===== src/rtl/mul_pipe_pkg.sv =====
// Shared types and helpers for the pipelined RV32M multiplier.
package mul_pipe_pkg;

  localparam int unsigned XLEN      = 32;
  localparam int unsigned ROB_LEN   = 16;
  localparam int unsigned ROB_IDX_W = $clog2(ROB_LEN);
  localparam int unsigned RD_W      = 7;
  localparam int unsigned OPND_W    = XLEN + 1;
  // Wide enough for both packed extended operands and the full product.
  localparam int unsigned DATA_W    = 2 * OPND_W;

  typedef enum logic [2:0] {
    MUL    = 3'b000,
    MULH   = 3'b001,
    MULHSU = 3'b010,
    MULHU  = 3'b011
  } mul_op_t;

  typedef struct packed {
    logic                 valid;
    logic [ROB_IDX_W-1:0] rob_idx;
    logic [RD_W-1:0]      rd;
    mul_op_t              op;
    logic [DATA_W-1:0]    data;
  } mul_uop_t;

  // Packs {op1, op2} as 33-bit extensions chosen by the op.
  function automatic logic [DATA_W-1:0] extend_operands(logic [2:0] funct3,
                                                        logic [XLEN-1:0] a,
                                                        logic [XLEN-1:0] b);
    logic sext1;
    logic sext2;
    sext1 = (funct3 != MULHU);
    sext2 = (funct3 == MUL) || (funct3 == MULH);
    return {sext1 & a[XLEN-1], a, sext2 & b[XLEN-1], b};
  endfunction

  // Signed 33x33 product of packed operands, truncated to DATA_W bits.
  function automatic logic [DATA_W-1:0] product(logic [DATA_W-1:0] ops);
    logic signed [DATA_W-1:0] x;
    logic signed [DATA_W-1:0] y;
    x = {{OPND_W{ops[DATA_W-1]}}, ops[DATA_W-1:OPND_W]};
    y = {{OPND_W{ops[OPND_W-1]}}, ops[OPND_W-1:0]};
    return x * y;
  endfunction

  function automatic logic [XLEN-1:0] select_result(mul_op_t op, logic [DATA_W-1:0] prod);
    logic [XLEN-1:0] res;
    case (op)
      MUL:                 res = prod[XLEN-1:0];
      MULH, MULHSU, MULHU: res = prod[2*XLEN-1:XLEN];
      default:             res = '0;
    endcase
    return res;
  endfunction

endpackage


===== src/rtl/mul_pipe_if.sv =====
// Issue, squash and writeback signals of the multiplier unit.
interface mul_pipe_if;
  import mul_pipe_pkg::*;

  logic [2:0]           funct3;
  logic [XLEN-1:0]      rs1_data;
  logic [XLEN-1:0]      rs2_data;
  logic                 mul_i_valid;
  logic [ROB_IDX_W-1:0] mul_i_rob_idx;
  logic [RD_W-1:0]      mul_i_rd;
  logic                 mul_o_ready;
  logic                 mispredict;
  logic [ROB_LEN-1:0]   flush_mask;
  logic                 mul_o_valid;
  logic [ROB_IDX_W-1:0] mul_o_rob_idx;
  logic [RD_W-1:0]      mul_o_rd;
  logic [XLEN-1:0]      mul_o_data;
  logic                 wb_ready;

  modport master (
    output funct3, rs1_data, rs2_data, mul_i_valid, mul_i_rob_idx, mul_i_rd,
    output mispredict, flush_mask, wb_ready,
    input  mul_o_ready, mul_o_valid, mul_o_rob_idx, mul_o_rd, mul_o_data
  );

  modport slave (
    input  funct3, rs1_data, rs2_data, mul_i_valid, mul_i_rob_idx, mul_i_rd,
    input  mispredict, flush_mask, wb_ready,
    output mul_o_ready, mul_o_valid, mul_o_rob_idx, mul_o_rd, mul_o_data
  );

endinterface


===== src/rtl/mul_pipe_stage.sv =====
// One pipeline register: loads on advance, holds otherwise, squashes flagged ops.
module mul_pipe_stage
  import mul_pipe_pkg::*;
(
  input  logic               clk,
  input  logic               rst,
  input  logic               advance,
  input  logic               mispredict,
  input  logic [ROB_LEN-1:0] flush_mask,
  input  mul_uop_t           prev,
  output mul_uop_t           cur
);

  mul_uop_t uop_d;
  mul_uop_t uop_q;

  // Select incoming or held op, then kill it if its ROB entry is being squashed.
  always_comb begin
    uop_d = advance ? prev : uop_q;
    if (mispredict && flush_mask[uop_d.rob_idx]) begin
      uop_d.valid = 1'b0;
    end
  end

  // Stage register with synchronous reset.
  always_ff @(posedge clk) begin
    if (rst) begin
      uop_q <= '0;
    end else begin
      uop_q <= uop_d;
    end
  end

  assign cur = uop_q;

endmodule


===== src/rtl/mul_pipe.sv =====
// Pipelined RV32M multiplier: fixed STAGES-cycle latency, back-pressure, selective squash.
module mul_pipe
  import mul_pipe_pkg::*;
#(
  parameter int unsigned STAGES = 3
) (
  input logic       clk,
  input logic       rst,
  mul_pipe_if.slave bus
);

  mul_uop_t stage_q [STAGES];
  mul_uop_t issue_uop;
  mul_uop_t last;
  logic     advance;
  logic     out_squash;

  // Stage 0 input: extended operands, or the full product when there is only one stage.
  always_comb begin
    issue_uop.valid   = bus.mul_i_valid;
    issue_uop.rob_idx = bus.mul_i_rob_idx;
    issue_uop.rd      = bus.mul_i_rd;
    issue_uop.op      = mul_op_t'(bus.funct3);
    issue_uop.data    = extend_operands(bus.funct3, bus.rs1_data, bus.rs2_data);
    if (STAGES == 1) begin
      issue_uop.data = product(issue_uop.data);
    end
  end

  for (genvar i = 0; i < STAGES; i++) begin : g_stage
    mul_uop_t prev;

    if (i == 0) begin : g_issue
      assign prev = issue_uop;
    end else if (i == 1) begin : g_mult
      // Stage 1 forms the product; later stages only retime it.
      always_comb begin
        prev      = stage_q[i-1];
        prev.data = product(stage_q[i-1].data);
      end
    end else begin : g_retime
      assign prev = stage_q[i-1];
    end

    mul_pipe_stage u_stage (
      .clk        (clk),
      .rst        (rst),
      .advance    (advance),
      .mispredict (bus.mispredict),
      .flush_mask (bus.flush_mask),
      .prev       (prev),
      .cur        (stage_q[i])
    );
  end

  assign last = stage_q[STAGES-1];

  // Output view; a squash of the output stage masks valid in the same cycle so it never retires.
  always_comb begin
    out_squash        = bus.mispredict && bus.flush_mask[last.rob_idx];
    bus.mul_o_valid   = last.valid && !out_squash;
    advance           = !bus.mul_o_valid || bus.wb_ready;
    bus.mul_o_ready   = advance;
    bus.mul_o_rob_idx = last.rob_idx;
    bus.mul_o_rd      = last.rd;
    bus.mul_o_data    = select_result(last.op, last.data);
  end

endmodule


===== src/flat_wrapper.sv =====
// flat-port wrapper written by rule: the top's interface ports become plain ports
module mul_pipe_flat import mul_pipe_pkg::*;
#(
  parameter int unsigned STAGES = 3
)
  (clk, rst, bus_funct3, bus_rs1_data, bus_rs2_data, bus_mul_i_valid, bus_mul_i_rob_idx, bus_mul_i_rd, bus_mispredict, bus_flush_mask, bus_wb_ready, bus_mul_o_ready, bus_mul_o_valid, bus_mul_o_rob_idx, bus_mul_o_rd, bus_mul_o_data);
  mul_pipe_if bus_i ();
  input logic clk;
  input logic rst;
  input wire logic [$bits(bus_i.funct3)-1:0] bus_funct3;
  input wire logic [$bits(bus_i.rs1_data)-1:0] bus_rs1_data;
  input wire logic [$bits(bus_i.rs2_data)-1:0] bus_rs2_data;
  input wire logic [$bits(bus_i.mul_i_valid)-1:0] bus_mul_i_valid;
  input wire logic [$bits(bus_i.mul_i_rob_idx)-1:0] bus_mul_i_rob_idx;
  input wire logic [$bits(bus_i.mul_i_rd)-1:0] bus_mul_i_rd;
  input wire logic [$bits(bus_i.mispredict)-1:0] bus_mispredict;
  input wire logic [$bits(bus_i.flush_mask)-1:0] bus_flush_mask;
  input wire logic [$bits(bus_i.wb_ready)-1:0] bus_wb_ready;
  output wire logic [$bits(bus_i.mul_o_ready)-1:0] bus_mul_o_ready;
  output wire logic [$bits(bus_i.mul_o_valid)-1:0] bus_mul_o_valid;
  output wire logic [$bits(bus_i.mul_o_rob_idx)-1:0] bus_mul_o_rob_idx;
  output wire logic [$bits(bus_i.mul_o_rd)-1:0] bus_mul_o_rd;
  output wire logic [$bits(bus_i.mul_o_data)-1:0] bus_mul_o_data;
  assign bus_i.funct3 = bus_funct3;
  assign bus_i.rs1_data = bus_rs1_data;
  assign bus_i.rs2_data = bus_rs2_data;
  assign bus_i.mul_i_valid = bus_mul_i_valid;
  assign bus_i.mul_i_rob_idx = bus_mul_i_rob_idx;
  assign bus_i.mul_i_rd = bus_mul_i_rd;
  assign bus_i.mispredict = bus_mispredict;
  assign bus_i.flush_mask = bus_flush_mask;
  assign bus_i.wb_ready = bus_wb_ready;
  assign bus_mul_o_ready = bus_i.mul_o_ready;
  assign bus_mul_o_valid = bus_i.mul_o_valid;
  assign bus_mul_o_rob_idx = bus_i.mul_o_rob_idx;
  assign bus_mul_o_rd = bus_i.mul_o_rd;
  assign bus_mul_o_data = bus_i.mul_o_data;
  mul_pipe #(.STAGES(STAGES)) u_core (.clk(clk), .rst(rst), .bus(bus_i));
endmodule

===== config.mk =====
export PLATFORM = sky130hd
export DESIGN_NAME = mul_pipe_flat
export DESIGN_NICKNAME = d
export VERILOG_FILES = /design/src/rtl/mul_pipe_pkg.sv /design/src/rtl/mul_pipe_if.sv /design/src/rtl/mul_pipe_stage.sv /design/src/rtl/mul_pipe.sv /design/src/flat_wrapper.sv
export SDC_FILE = /design/constraint.sdc
export NUM_CORES = 2
export LEC_CHECK = 0
export BUFFER_PORTS_ARGS = -buffer_cell sky130_fd_sc_hd__buf_2
export CAP_MARGIN = 10
export CORE_MARGIN = 2
export CORE_UTILIZATION = 60
export CTS_BUF_LIST = sky130_fd_sc_hd__clkbuf_4
export DETAILED_ROUTE_END_ITERATION = 10
export PLACE_DENSITY = 0.79
export SLEW_MARGIN = 20
export SYNTH_ARGS = -nofsm -noshare
export SYNTH_HDL_FRONTEND = slang
export SYNTH_SLANG_ARGS = --single-unit

===== constraint.sdc =====
create_clock -name clk -period 21.5 [get_ports clk]
set_input_delay 2.15 -clock clk [delete_from_list [all_inputs] [get_ports clk]]
set_output_delay 2.15 -clock clk [all_outputs]
set_load 0.05 [all_outputs]

* Word level (Yosys, flattened, before mapping)
Cells that the tools add are included.
Cells by class: reductions and logical operators 15, $mul 1, equal/unequal tests 5, bitwise gates (word level) 2, order comparisons 4, multiplexer cells 12
Operators by type and width (count):
- 80-bit two-way mux | 3
- 33-bit by 33-bit multiplier with 66-bit output | 1
- 32-bit case mux with 2 select lines | 1
- 4-bit by 5-bit < comparator with 1-bit output (second input constant) | 4
- 1-bit binary-select mux with 4-bit select | 4
- 3-bit by 1-bit equality test with 1-bit output (second input constant) | 2
- 3-bit by 2-bit equality test with 1-bit output (second input constant) | 2
- 3-bit zero test | 2
- 2-bit OR reduction | 3
- 1-bit logical AND | 5
- 1-bit two-way mux | 4
- 3-bit by 2-bit inequality test with 1-bit output (second input constant) | 1
- 3-bit OR reduction | 1
- 1-bit AND | 2
- 1-bit zero test | 2
- 1-bit logical OR | 2
Storage, ports and cells: word-level logic and storage cells 54, output and inout bits 45, input bits 99, bits in registers 243

* Longest topological paths before layout
depth in word-level cells 12, mapped depth 28, gate-level depth less buffers 26

* Cells and area by module
A second synthesis with hierarchy kept.
Second synthesis, totals: cells, all modules 5211, area, all modules 48696.7 um2
By module, submodules not included:
- mul_pipe | instances 1, cells each 4269, area each 39282.7 um2, seq. area each 0.0 um2
- mul_pipe_stage | instances 3, cells each 314, area each 3138.0 um2, seq. area each 1621.6 um2

* Worst setup path before layout
Ideal clock, no wire load.
kind reg-to-reg, start point register u_core.g_stage[0].u_stage.uop_q (netlist bit u_core.g_stage[0].u_stage.cur[65]), end point register u_core.g_stage[1].u_stage.uop_q (netlist bit u_core.g_stage[1].u_stage.cur[60]), clock period less this slack 8.015 ns, required time 21.409 ns, cell stages (with the launch flop) 25, library setup time 0.091 ns, path slack 13.485 ns, path buffers 2, arrival 7.924 ns, cell sequence dfxtp_1 > clkbuf_1 > nand2_1 > inv_1 > fa_1 > inv_1 > fa_1 > inv_1 > fa_1 > inv_1 > fa_1 > inv_1 > fa_1 > fa_1 > inv_1 > fa_1 > fa_1 > inv_1 > ha_1 > clkdlybuf4s50_2 > nand4_1 > or3_4 > o211a_1 > or3_1 > a311oi_1
Between the ends: word-level cells in the longest chain between the ends 1
RTL lines:
- from (decl) | RTL line mul_pipe_stage.sv:15 | mul_uop_t uop_q;
- from (signal assigned) | RTL line mul_pipe_stage.sv:30 | uop_q <= uop_d;
- 33-bit by 33-bit multiplier with 66-bit output | RTL line mul_pipe_pkg.sv:44 | return x * y;
- to (signal assigned) | RTL line mul_pipe_stage.sv:30
- to (decl) | RTL line mul_pipe_stage.sv:15
Every way passes these cells. A chain may end at the register's enable or synchronous reset.

* Worst setup path in the final report
start point register u_core.g_stage[0].u_stage.uop_q (netlist bit u_core.g_stage[0].u_stage.cur[0]), end point register u_core.g_stage[1].u_stage.uop_q (netlist bit u_core.g_stage[1].u_stage.cur[60])
The elaborated chain is that of the path after synthesis.

==> reports/qor.csv <==
stage,metric,value,unit
status,status,completed,
floorplanning,placeable core area,79000,sq um
power,Leak,25.2,nW
routing,routed vias,35850,
floorplanning,Die H,286,um
floorplanning,Starting Density,60.5,%
grt,first-pass GRT wire length,203000,um
worst_setup_path,Reg-to-Reg Start,u_core.g_stage[0].u_stage.cur[0]$_SDFFE_PP0P_,
grt,largest net degree at the start of global routing,198,
yosys,warnings from Yosys,0,
power,Tot Pwr,6.10,mW
worst_setup_path,worst-path fanout max,33,
floorplanning,area of the die,82000,sq um
placement,GP Congestion,0.932,
timing,"Slew Viols, Final",0,
timing,final setup fails,0,
worst_setup_path,r2r setup slk,12.50,ns
placement,pre-CTS setup slack,12.54,ns
routing,drt first-iter violations,2565,
routing,Detailed Routing Iterations Pass 1,6,
power,PD cells,123,nW/um^2
placement,placed insts,6290,
final_layout,max reg flops,239,
cts,postcts setup bufs,0,
timing,skew final,0.0994,ns
worst_setup_path,slowest CP cell,fa_1,
timing,"Hold Violations, Final",0,
placement,Post-DP HPWL,96200,um
final_layout,fraction of layout instances using a drive strength above 1,6.37,%
power,Logic pwr share,83.8,%
routing,ANT nets after route,0,
timing,setup TNS,0,ns
cts,CTS buffer count,58,
yosys,leading register cell type out of synthesis,dfxtp_1,
power,switching portion of total power,55.3,%
final_layout,design area,49800,sq um
timing,FMAX,111,MHz
worst_setup_path,Critical Path End,u_core.g_stage[1].u_stage.cur[60]$_SDFFE_PP0P_,
grt,Total Routing Usage GR,31.2,%
power,Internal,2.73,mW
cts,clk buf depth,3,
timing,pin slew with the least headroom to its limit,1.01,ns
yosys,Mapped Cells,5349,
placement,count of input and output buffers,143,
worst_setup_path,CP arrival,9.65,ns
power,Clock power frac,6.3,%
cts,CTS sink count,239,
run,max cap viols,0,
power,net switching power,3.38,mW
routing,Residual DRC,0,
cts,TritonCTS clock tree,built,
final_layout,final-stage net count,6736,
final_layout,Post-Layout Cell Count,6387,
worst_setup_path,worst setup path class,register to register,
yosys,"Avg Cell Area, Syn",8.94,sq um
yosys,Yosys cell types,84,
cts,clk_lat worst skew,0.83,ns
worst_setup_path,reg2reg path depth,27,
timing,Rel. slew slack,32.3,%
worst_setup_path,worst r2r dst,u_core.g_stage[1].u_stage.cur[60]$_SDFFE_PP0P_,
worst_hold_path,Hold Path Class,register to register,
routing,final WL,121000,um
routing,Routed wire per std cell,18.9,um
cts,Hold Buf Count CTS,0,
cts,"Reg clk slew, reported paths",0.07,ns
yosys,sequential area share after synthesis,10.0,%
timing,RSZ-0062 raised after global routing,no,
yosys,"flops & latches, synth",239,
routing,Via density,5.61,
yosys,"FFs w/ async S/R, synth",0,%
cts,PostCTS Resize Cnt,0,
yosys,synthesized area,47800,sq um
cts,H-Tree Depth,2,
yosys,number of synthesized flops with an enable pin,0,
power,VDD IR max,0.251,mV
yosys,post-synthesis net count,6785,
floorplanning,Die Wd,286,um
grt,grt total ovfl,0,
timing,Final period util,41.9,%
worst_setup_path,Max stage delay on crit path,0.89,ns
worst_setup_path,CP most frequent cell,fa_1,
power,sequential share of power,9.9,%
final_layout,area growth from synthesis to layout,4.13,%
worst_setup_path,worst setup path start,u_core.g_stage[0].u_stage.cur[0]$_SDFFE_PP0P_,
worst_setup_path,startpoint types,register,
placement,DP Area,49100,sq um
worst_setup_path,CP endpoint kind,register,
timing,min cycle time layout,9.00,ns
cts,clk root buf,clkbuf_4,
timing,Final Worst Setup Slack,12.50,ns
worst_setup_path,worst endpoint required time,22.15,ns
timing,Fin Hold WS,0.427,ns
grt,antenna violations before repair,2,
floorplanning,# rows,103,
final_layout,final core occ,63.0,%
grt,number of global-route vias before repair,39530,
floorplanning,top-level I/O count,144,
## cells by family after synthesis
| kind of cell | after synthesis | share of synthesized area (%) |
|---|---|---|
| AO/OA/AOI/OAI | 508 | 6.53 |
| XOR/XNOR | 65 | 1.19 |
| adder cells (fa/ha/maj) | 1337 | 52.6 |
| buffers and inverters | 1434 | 11.6 |
| flip-flops | 239 | 10.0 |
| multiplexers | 41 | 0.971 |
| AND/OR/NAND/NOR | 1725 | 17.1 |
## worst max-delay path: cells and delay by family, from the launching register on
family | cells | cell delay (ns)
AO/OA/AOI/OAI | 6 | 1.05
buffers and inverters | 8 | 1.42
adder cells (fa/ha/maj) | 9 | 4.94
flip-flops | 1 | 0.31
AND/OR/NAND/NOR | 4 | 1.07
## layout make-up
| class | count | area [sq um] |
|---|---|---|
| Fill cell | 6487 | 29200 |
| Clock buffer | 81 | 608 |
| Timing Repair Buffer | 215 | 1280 |
| Antenna cell | 2 | 5.00 |
| Tap cell | 1050 | 1310 |
| Clock inverter | 14 | 108 |
| Inverter | 1110 | 4170 |
| Multi-Input combinational cell | 3676 | 37500 |
| Sequential cell | 239 | 4790 |
## cell usage after synthesis, drive strengths merged (4+ instances only)
master,number,area [sq um]
buf,36,251
and2,534,3340
a21oi,265,1330
nor2b,32,200
a211o,4,35.0
nand4,17,106
nor3,21,105
fa,1125,22500
or3,8,56.3
a21o,38,285
a221oi,5,43.8
nand2,980,3680
and3,8,52.6
xor2,22,193
o21ai,47,235
a31oi,11,68.8
ha,212,2650
dfxtp,239,4780
nand2b,11,68.8
a22o,33,289
a2111oi,4,35.0
nor4b,5,43.8
o21bai,11,82.6
a211oi,23,178
clkbuf,285,1070
inv,1110,4170
o21a,9,67.6
xnor2,43,377
mux2,10,113
nand3,21,105
nor2,66,248
o211ai,12,90.1
a22oi,4,30.0
nand3b,5,37.5
mux2i,29,307
o22ai,8,50.1
## power by group through the flow
stage | clock network (mW) | logic (mW) | registers (mW)
4_1_cts | 0.392 | 5.10 | 0.603
5_1_grt | 0.411 | 5.80 | 0.611
3_5_place_dp | 0 | 5.06 | 0.612
2_1_floorplan | 0 | 3.85 | 0.587
3_3_place_gp | 0 | 4.98 | 0.610
6_report | 0.382 | 5.12 | 0.605
## placed cells by master (no fill, tap or decap), drive strengths merged, types with 4 or more instances in the layout
cell     synthesis  routed
ha             212     212
nor3            21      21
nor2            66      66
nor2b           32      32
a22o            33      33
clkinv           0      13
dfxtp          239     239
buf             36     214
nand3b           5       5
a21o            38      38
or3              8       8
nand4           17      17
a21oi          265     265
o21bai          11      11
a211o            4       4
inv           1110    1110
o211ai          12      12
a2111oi          4       4
a221oi           5       5
xnor2           43      43
and2           534     534
a31oi           11      11
a211oi          23      23
xor2            22      22
nor4b            5       5
and3             8       8
fa            1125    1125
nand3           21      21
o22ai            8       8
a22oi            4       4
mux2i           29      29
nand2          980     980
o21a             9       9
o21ai           47      47
mux2            10      10
clkbuf         285      82
nand2b          11      11
## worst min-delay path by stage
stage                                                              start  cells past startpoint                                        endpoint
after global placement    u_core.g_stage[2].u_stage.cur[74]$_SDFFE_PP0P_                      2  u_core.g_stage[2].u_stage.cur[74]$_SDFFE_PP0P_
after detailed placement  u_core.g_stage[0].u_stage.cur[75]$_SDFFE_PP0P_                      2  u_core.g_stage[0].u_stage.cur[75]$_SDFFE_PP0P_
after CTS                 u_core.g_stage[1].u_stage.cur[60]$_SDFFE_PP0P_                      2  u_core.g_stage[2].u_stage.cur[60]$_SDFFE_PP0P_
after global routing      u_core.g_stage[1].u_stage.cur[60]$_SDFFE_PP0P_                      2  u_core.g_stage[2].u_stage.cur[60]$_SDFFE_PP0P_
final                     u_core.g_stage[1].u_stage.cur[60]$_SDFFE_PP0P_                      2  u_core.g_stage[2].u_stage.cur[60]$_SDFFE_PP0P_
after floorplan           u_core.g_stage[2].u_stage.cur[32]$_SDFFE_PP0P_                      2  u_core.g_stage[2].u_stage.cur[32]$_SDFFE_PP0P_
## per-layer routing
layer  global-route usage [%]  routed length, um  vias up  part of all wire [%]
met5                        0                  0        -                     0
met4                     16.1               6740        0                   5.6
met3                     4.03               7720      412                   6.4
met2                     53.6              60600     1495                    50
met1                     38.9              45800    18252                    38
li1                         -                  -    15691                     -
Power figures use the tool's default switching activity.
